==> src/rtl/n64_cursor.sv <==
// n64_cursor: turns N64 controller reports into a clamped board cursor and A/B/Start press pulses.
// Define N64_CURSOR_JOYSTICK_EN to let the analog stick steer the cursor alongside the D-pad.
module n64_cursor #(
    parameter int BOARD_W      = 10,
    parameter int BOARD_H      = 10,
    parameter int REPEAT_DELAY = 8,
    parameter int REPEAT_RATE  = 3,
    parameter int JOY_THRESH   = 40
) (
    input  logic        i_clk,
    input  logic        i_rst_n,
    input  logic [29:0] i_din,
    input  logic        i_in_valid,
    output logic [3:0]  o_cursor_x,
    output logic [3:0]  o_cursor_y,
    output logic        o_moved,
    output logic        o_fire,
    output logic        o_rotate,
    output logic        o_start_press
);
    localparam int CNT_MAX = (REPEAT_DELAY > REPEAT_RATE) ? REPEAT_DELAY : REPEAT_RATE;
    localparam int CW = (CNT_MAX > 1) ? $clog2(CNT_MAX) : 1;
    localparam logic [CW-1:0] DELAY_TC = CW'(REPEAT_DELAY - 1);
    localparam logic [CW-1:0] RATE_TC  = CW'(REPEAT_RATE - 1);
    localparam logic [3:0] X_MAX = 4'(BOARD_W - 1);
    localparam logic [3:0] Y_MAX = 4'(BOARD_H - 1);

    typedef enum logic [1:0] {IDLE, HOLD, REPEAT} state_t;

    state_t        r_state, w_state_nxt;
    logic [CW-1:0] r_cnt, w_cnt_nxt;
    logic [3:0]    r_dir;
    logic [2:0]    r_btn_prev;
    logic [3:0]    r_x, r_y;
    logic          r_moved;
    logic [2:0]    r_pulse;
    logic [3:0]    w_raw, w_joy, w_dir;
    logic [2:0]    w_btn;
    logic          w_move;
    logic [3:0]    w_x_nxt, w_y_nxt;
    logic          w_unused;

`ifdef N64_CURSOR_JOYSTICK_EN
    localparam logic signed [8:0] THRESH = 9'(JOY_THRESH);
    logic signed [8:0] w_jx, w_jy;
    assign w_jx     = {i_din[15], i_din[15:8]};
    assign w_jy     = {i_din[7], i_din[7:0]};
    assign w_joy    = {w_jy > THRESH, w_jy < -THRESH, w_jx < -THRESH, w_jx > THRESH};
    assign w_unused = ^{i_din[27], i_din[21:16]};
`else
    assign w_joy    = 4'b0000;
    assign w_unused = ^{i_din[27], i_din[21:0]};
`endif

    // direction bits are {U,D,L,R}; opposing pairs cancel each other
    assign w_raw = i_din[25:22] | w_joy;
    assign w_dir = {w_raw[3] & ~w_raw[2], w_raw[2] & ~w_raw[3], w_raw[1] & ~w_raw[0], w_raw[0] & ~w_raw[1]};
    assign w_btn = {i_din[29], i_din[28], i_din[26]};

    // repeat FSM: decide whether this report moves the cursor and advance the hold counter
    always_comb begin
        w_state_nxt = r_state;
        w_cnt_nxt   = r_cnt;
        w_move      = 1'b0;
        if (i_in_valid) begin
            if (w_dir == 4'd0) begin
                w_state_nxt = IDLE;
                w_cnt_nxt   = '0;
            end else if (r_state == IDLE || w_dir != r_dir) begin
                w_move      = 1'b1;
                w_cnt_nxt   = '0;
                w_state_nxt = HOLD;
            end else if (r_cnt == ((r_state == HOLD) ? DELAY_TC : RATE_TC)) begin
                w_move      = 1'b1;
                w_cnt_nxt   = '0;
                w_state_nxt = REPEAT;
            end else begin
                w_cnt_nxt = r_cnt + 1'b1;
            end
        end
    end

    // clamped step of each axis; no wrap at the board edges
    always_comb begin
        w_x_nxt = !w_move ? r_x :
                  (w_dir[0] && r_x != X_MAX) ? r_x + 4'd1 :
                  (w_dir[1] && r_x != 4'd0) ? r_x - 4'd1 : r_x;
        w_y_nxt = !w_move ? r_y :
                  (w_dir[2] && r_y != Y_MAX) ? r_y + 4'd1 :
                  (w_dir[3] && r_y != 4'd0) ? r_y - 4'd1 : r_y;
    end

    // state, cursor and pulse registers; buttons start "held" so a press through reset is ignored
    always_ff @(posedge i_clk or negedge i_rst_n) begin
        if (!i_rst_n) begin
            r_state    <= IDLE;
            r_cnt      <= '0;
            r_dir      <= 4'd0;
            r_btn_prev <= 3'b111;
            r_x        <= 4'd0;
            r_y        <= 4'd0;
            r_moved    <= 1'b0;
            r_pulse    <= 3'b000;
        end else begin
            r_state <= w_state_nxt;
            r_cnt   <= w_cnt_nxt;
            r_x     <= w_x_nxt;
            r_y     <= w_y_nxt;
            r_moved <= (w_x_nxt != r_x) || (w_y_nxt != r_y);
            r_pulse <= i_in_valid ? (w_btn & ~r_btn_prev) : 3'b000;
            if (i_in_valid) begin
                r_dir      <= w_dir;
                r_btn_prev <= w_btn;
            end
        end
    end

    assign o_cursor_x    = r_x;
    assign o_cursor_y    = r_y;
    assign o_moved       = r_moved;
    assign o_fire        = r_pulse[2];
    assign o_rotate      = r_pulse[1];
    assign o_start_press = r_pulse[0];
endmodule

==> config.mk <==
export PLATFORM = sky130hd
export DESIGN_NAME = n64_cursor
export DESIGN_NICKNAME = d
export VERILOG_FILES = /design/src/rtl/n64_cursor.sv
export SDC_FILE = /design/constraint.sdc
export NUM_CORES = 1
export LEC_CHECK = 0
export ABC_AREA = 1
export CAP_MARGIN = 20
export CORE_AREA = 2 2 73 81
export CTS_BUF_LIST = sky130_fd_sc_hd__clkbuf_4 sky130_fd_sc_hd__clkbuf_8
export CTS_CLUSTER_DIAMETER = 80
export DETAILED_ROUTE_END_ITERATION = 7
export DIE_AREA = 0 0 75 83
export RECOVER_POWER = 50
export REMOVE_ABC_BUFFERS = 1
export SLEW_MARGIN = 15
export SYNTH_ARGS = -nofsm -noshare
export SYNTH_HDL_FRONTEND = slang
export SYNTH_SLANG_ARGS = --single-unit
==> constraint.sdc <==
create_clock -name i_clk -period 1.7 [get_ports i_clk]
set_input_delay 0.255 -clock i_clk [delete_from_list [all_inputs] [get_ports i_clk]]
set_output_delay 0.255 -clock i_clk [all_outputs]
set_load 0.02 [all_outputs]
==> impl_metrics.yaml, run 1 <==
grt:
  grt_max_degree: 25
  grt_use_total_pct: 10.5
  first_global_vias: 1222
  overflow: 0
  grt_pass1_wl_um: 5330
  antenna_found_initial: 0
final_layout:
  drive_gt1_share_pct: 16.3
  syn_to_final_growth_pct: 30.5
  final_cell_mix: "nand2_1, inv_1, dfrtp_1"
  fin_util_pct: 38.3
  diodes: 0
  fin_nets: 291
  final_cell_area_um2: 2050
  final_common_cell: "nand2_1"
cts:
  clockBufferDepth: 2
  cts_sinks: 24
  root_buffer: "clkbuf_8"
  cts_tree: "built"
  clock_latency_ps: 270
  cts_hold_buf: 0
  post_cts_buffers: 0
  htreeDepth: 1
  clkTransAtPathRegs_ps: 90
  cts_buffers: 3
floorplanning:
  core_um2: 5360
  start_util_pct: 29.3
  ios: 45
  dieArea_um2: 6230
  fp-row-count: 28
  die_w_um: 75
  die_h_um: 83
place:
  place_hpwl_um: 2300
  place_area_um2: 1970
  portBuffers: 21
  place.gp.congestion: 0.829
  place_ws_ps: -237
route:
  drtAntennaViolNets: 0
  wl_um: 3070
  route.vias.total: 1368
  wire_per_inst_um: 9.56
  drc: 0
  dr.pass1.iters: 4
  via_per_inst: 4.26
  drt-initial-drc-count: 83
min_path:
  hold_start: "i_din[24]"
  hp-class: "primary input to register"
  whs_endpoint: "r_dir[2]"
  whs_path_depth: 4
timing:
  worst_slack_ps: 92.3
  fin_skew_ps: 4.39
  fin_crit_ps: 1610
  setup_viol: 0
  relSlewSlack_pct: 59.3
  fmax_ghz: 0.622
  hold_viol: 0
  min_period_over_period_pct: 94.6
  drv_slew: 0
  worst_slew_pin_slew_ps: 611
  setup_tns_ps: 0
critical_path:
  crit_type: "register to output pin"
  cp_max_fo: 5
  arrival_ps: 1350
  r2r-end: "o_cursor_x[2]"
  rrSetupSlack_ps: 170
  crit_required_ps: 1440
  crit_start: "o_cursor_y[1]"
  regToRegStartpoint: "o_cursor_x[1]"
  cp-end-kind: "output pin"
  reg2reg_depth: 8
  startpoint_type: "register"
power:
  power.total_mw: 2.41
  max-vdd-ir-drop_mv: 0.499
  power_density_nw_per_um2: 1170
  p_leak_nw: 1.07
synthesis:
  ys_seq_area_share_pct: 38.4
  synthCells: 208
  async_reset_ff_share_pct: 100
  avgSynthCellArea_um2: 7.56
  synth_edf_count: 0
  yosysWarningCount: 0
  synth_seq_cells: 24
  ys_types: 28
  synth_ff_type: "dfrtp_1"
  syn_area_um2: 1570
status:
  status: "finished, final reports clean"
flow_run:
  max-cap-violations: 0
-- repair_timing --
action / CTS / global route
gates resized for setup: 2 / 6
pin swaps: 0 / 4
gates cloned: 0 / 1
setup endpoints to repair: 2 / 8
-- flip-flops by register name (all words and copies together) (netlist names) --
register    count
r_cnt           3
o_cursor_x      4
r_btn_prev      3
o_moved         1
o_cursor_y      4
r_pulse         3
r_state         2
r_dir           4
-- cells in the mapped netlist, types with 2 or more instances --
cell type | number | area (um2)
nand2_1 | 85 | 319
inv_1 | 24 | 90.1
dfrtp_1 | 21 | 526
ha_1 | 11 | 138
nand3_1 | 11 | 55.1
nor2_1 | 7 | 26.3
nand4_1 | 6 | 37.5
o21ai_0 | 5 | 25.0
o21ai_1 | 5 | 25.0
xor2_1 | 5 | 43.8
inv_2 | 4 | 15.0
dfstp_2 | 3 | 78.8
nand2_2 | 3 | 18.8
nor3_1 | 3 | 15.0
a21oi_1 | 2 | 10.0
-- where the power goes --
part           internal (mW)  leakage [nW]  total (mW)  switching, mW
clock network          0.207        0.0288       0.397          0.190
registers              0.693         0.303       0.837          0.144
logic                  0.514         0.738        1.17          0.660
total                   1.41          1.07        2.41          0.994
-- area by class of cell --
cell class                      count  area [um2]
Tap cell                           75        93.8
Timing Repair Buffer               36         319
Multi-Input combinational cell    153         867
Sequential cell                    24         604
Inverter                           29         114
Clock buffer                        4        55.1
Fill cell                         558        3310
-- metal layers --
| metal | GRT usage, % | part of all wire [%] | vias to the layer above | wire [um] |
|---|---|---|---|---|
| met4 | 4.38 | 2.3 | 0 | 72 |
| met2 | 15.7 | 46 | 18 | 1410 |
| met1 | 14.9 | 48 | 616 | 1480 |
| li1 | - | - | 726 | - |
| met3 | 1.46 | 3.5 | 8 | 106 |
| met5 | 0 | 0 | - | 0 |
-- logic make-up (layout without fill, tap and decap cells) --
kind of cell | count (synthesis) | in the layout | share of synthesized area, %
simple gates | 119 | 120 | 34.4
buf+inv | 32 | 69 | 8.27
flops | 24 | 24 | 38.4
compound gates | 16 | 16 | 6.36
fa+ha+maj | 11 | 11 | 8.75
xor+xnor | 6 | 6 | 3.82
-- worst max path at each step --
stage	end	slack [ps]	cells after the start
after floorplan	o_cursor_x[3]	170	8
after global placement	o_moved	-200	10
after detailed placement	o_cursor_x[2]	-240	11
after CTS	o_cursor_x[0]	7	2
after global routing	o_cursor_x[2]	-20	10
final	o_cursor_y[1]	90	2
-- per-stage QoR --
step	hold slack (ps)	cells
3_5_place_dp	455	316
3_3_place_gp	452	316
4_1_cts	344	320
5_1_grt	482	321
2_1_floorplan	-40.6	205
6_report	458	321
-- worst max-delay path, stage by stage, from the launching register on --
cell and delay [ps]:
dfrtp_1 350, buf_4 130, clkdlybuf4s50_1 600
Note: power is estimated with default switching activity, not from simulation.
==> run 2: changes to the inputs <==
==> constraint.sdc (replaced) <==
create_clock -name i_clk -period 1.9 [get_ports i_clk]
set_input_delay 0.285 -clock i_clk [delete_from_list [all_inputs] [get_ports i_clk]]
set_output_delay 0.285 -clock i_clk [all_outputs]
set_load 0.02 [all_outputs]
==> run 2 against run 1 <==
Net effect:
- flip-flop and latch count unchanged
- core utilization is 1.3 points lower
- final cell count decreased by 1.6%
- register-to-register slack better by 140 ps
- global-route usage up 0.25 points
- critical path depth down 1
==> impl_metrics.yaml, run 2 (synthesis gave the netlist of run 1 again) <==
timing:
  setup_tns_ps: 0
  worst_slew_pin_slew_ps: 615
  setup_viol: 0
  rsz0062_at_grt: "false"
  drv_slew: 0
  relSlewSlack_pct: 59.0
  min_period_over_period_pct: 90.9
  hold_viol: 0
  hold_ws_ps: 464
  fin_crit_ps: 1730
  fmax_ghz: 0.579
  fin_skew_ps: 3.78
cts:
  cts_hold_buf: 0
  cts_sinks: 24
  cts_buffers: 3
  htreeDepth: 1
  clkTransAtPathRegs_ps: 90
  cts_tree: "built"
  post_cts_buffers: 0
  clockBufferDepth: 2
  root_buffer: "clkbuf_8"
  clock_latency_ps: 260
  cts_resized: 0
critical_path:
  crit_type: "register to output pin"
  crit_chain: "clkdlybuf4s50_1"
  slowest_stage: "clkdlybuf4s50_1"
  cp-end-kind: "output pin"
  critical-path-top-delay-family: "buffers and inverters"
  regToRegStartpoint: "o_cursor_y[0]"
  crit_required_ps: 1620
  slowest_delay_ps: 670
  rrSetupSlack_ps: 310
  crit_buf_inv: 1
  reg2reg_depth: 9
  cp.depth: 1
  arrival_ps: 1440
  cp_max_fo: 8
  crit_start: "o_cursor_y[2]"
  r2r-end: "o_cursor_y[2]"
  startpoint_type: "register"
  crit_end: "o_cursor_y[2]"
power:
  power.total_mw: 2.07
  combinationalPowerShare_pct: 46.5
  power_density_nw_per_um2: 1040
  p_sw_share_pct: 41.4
  p_leak_nw: 1.02
  p_sw_uw: 859
  cell_internal_pwr_mw: 1.22
  pwr-share-seq_pct: 37.8
  max-vdd-ir-drop_mv: 0.400
  p_clk_share_pct: 15.7
final_layout:
  final_cell_area_um2: 1990
  regArea_um2: 604
  drive_gt1_share_pct: 13.3
  final_common_cell: "nand2_1"
  nFillCells: 560
  syn_to_final_growth_pct: 26.3
  fin_nets: 286
  multi_input_area_um2: 838
  diodes: 0
  fin_cells: 316
  final_cell_mix: "nand2_1, inv_1, dfrtp_1"
floorplanning:
  start_util_pct: 29.3
  die_h_um: 83
  core_um2: 5360
  fp-row-count: 28
  dieArea_um2: 6230
  die_w_um: 75
  ios: 45
status:
  status: "finished, final reports clean"
grt:
  grt_pass1_wl_um: 5500
  overflow: 0
  grt_use_total_pct: 10.7
  first_global_vias: 1297
  antenna_found_initial: 0
  grt_max_degree: 25
place:
  dp.cells: 312
  place_hpwl_um: 2290
  place.gp.congestion: 0.837
  portBuffers: 21
  place_area_um2: 1940
min_path:
  hp-class: "register to register"
  whs_path_depth: 2
route:
  via_per_inst: 4.21
  drc: 0
  drtAntennaViolNets: 0
  dr.pass1.iters: 4
  drt-initial-drc-count: 39
  wl_um: 2960
  wire_per_inst_um: 9.36
  route.vias.total: 1331
flow_run:
  max-cap-violations: 0
[run 2: layout make-up]
type	count	share of cell area, %
Inverter	29	5.73
Timing Repair Buffer	32	14.4
Multi-Input combinational cell	152	42.2
Sequential cell	24	30.4
Clock buffer	4	2.46
Tap cell	75	4.73
[run 2: worst min path at each step]
stage,slack [ps],start,to
floorplan,-10,i_rst_n,o_cursor_x[0]
global placement,450,r_btn_prev[0],r_btn_prev[0]
detailed placement,450,r_btn_prev[1],r_btn_prev[1]
CTS,380,i_rst_n,o_cursor_x[3]
global route,500,r_btn_prev[1],r_btn_prev[1]
finish,460,r_btn_prev[0],r_btn_prev[0]
[run 2: power by group through the flow]
| stage | combinational (mW) | clock [mW] | sequential (mW) |
|---|---|---|---|
| 4_1_cts | 0.980 | 0.339 | 0.788 |
| 3_3_place_gp | 0.960 | 0 | 0.796 |
| 2_1_floorplan | 0.543 | 0 | 0.868 |
| 3_5_place_dp | 0.975 | 0 | 0.797 |
| 5_1_grt | 1.10 | 0.365 | 0.807 |
| 6_report | 0.964 | 0.326 | 0.784 |
[run 2: per-layer routing]
metal / wire [um] / vias up / global-route usage [%]
li1: - / 715 / -
met1: 1460 / 602 / 14.9
met2: 1380 / 12 / 17.1
met3: 91 / 2 / 2.06
met4: 19 / 0 / 2.44
met5: 0 / - / 0
[run 2: stage by stage]
| stage | utilization, % | setup WS, ps |
|---|---|---|
| floorplan | - | 368 |
| global placement | 36.3 | -27.9 |
| detailed placement | 36.3 | -52.6 |
| CTS | 37.2 | 155 |
| global route | 37.0 | 106 |
| finish | 37.0 | 172 |
[run 2: worst min-delay path: stages (launching register included)]
cell and delay (ps):
dfstp_2 370, nand2_1 50, nand2_1 40
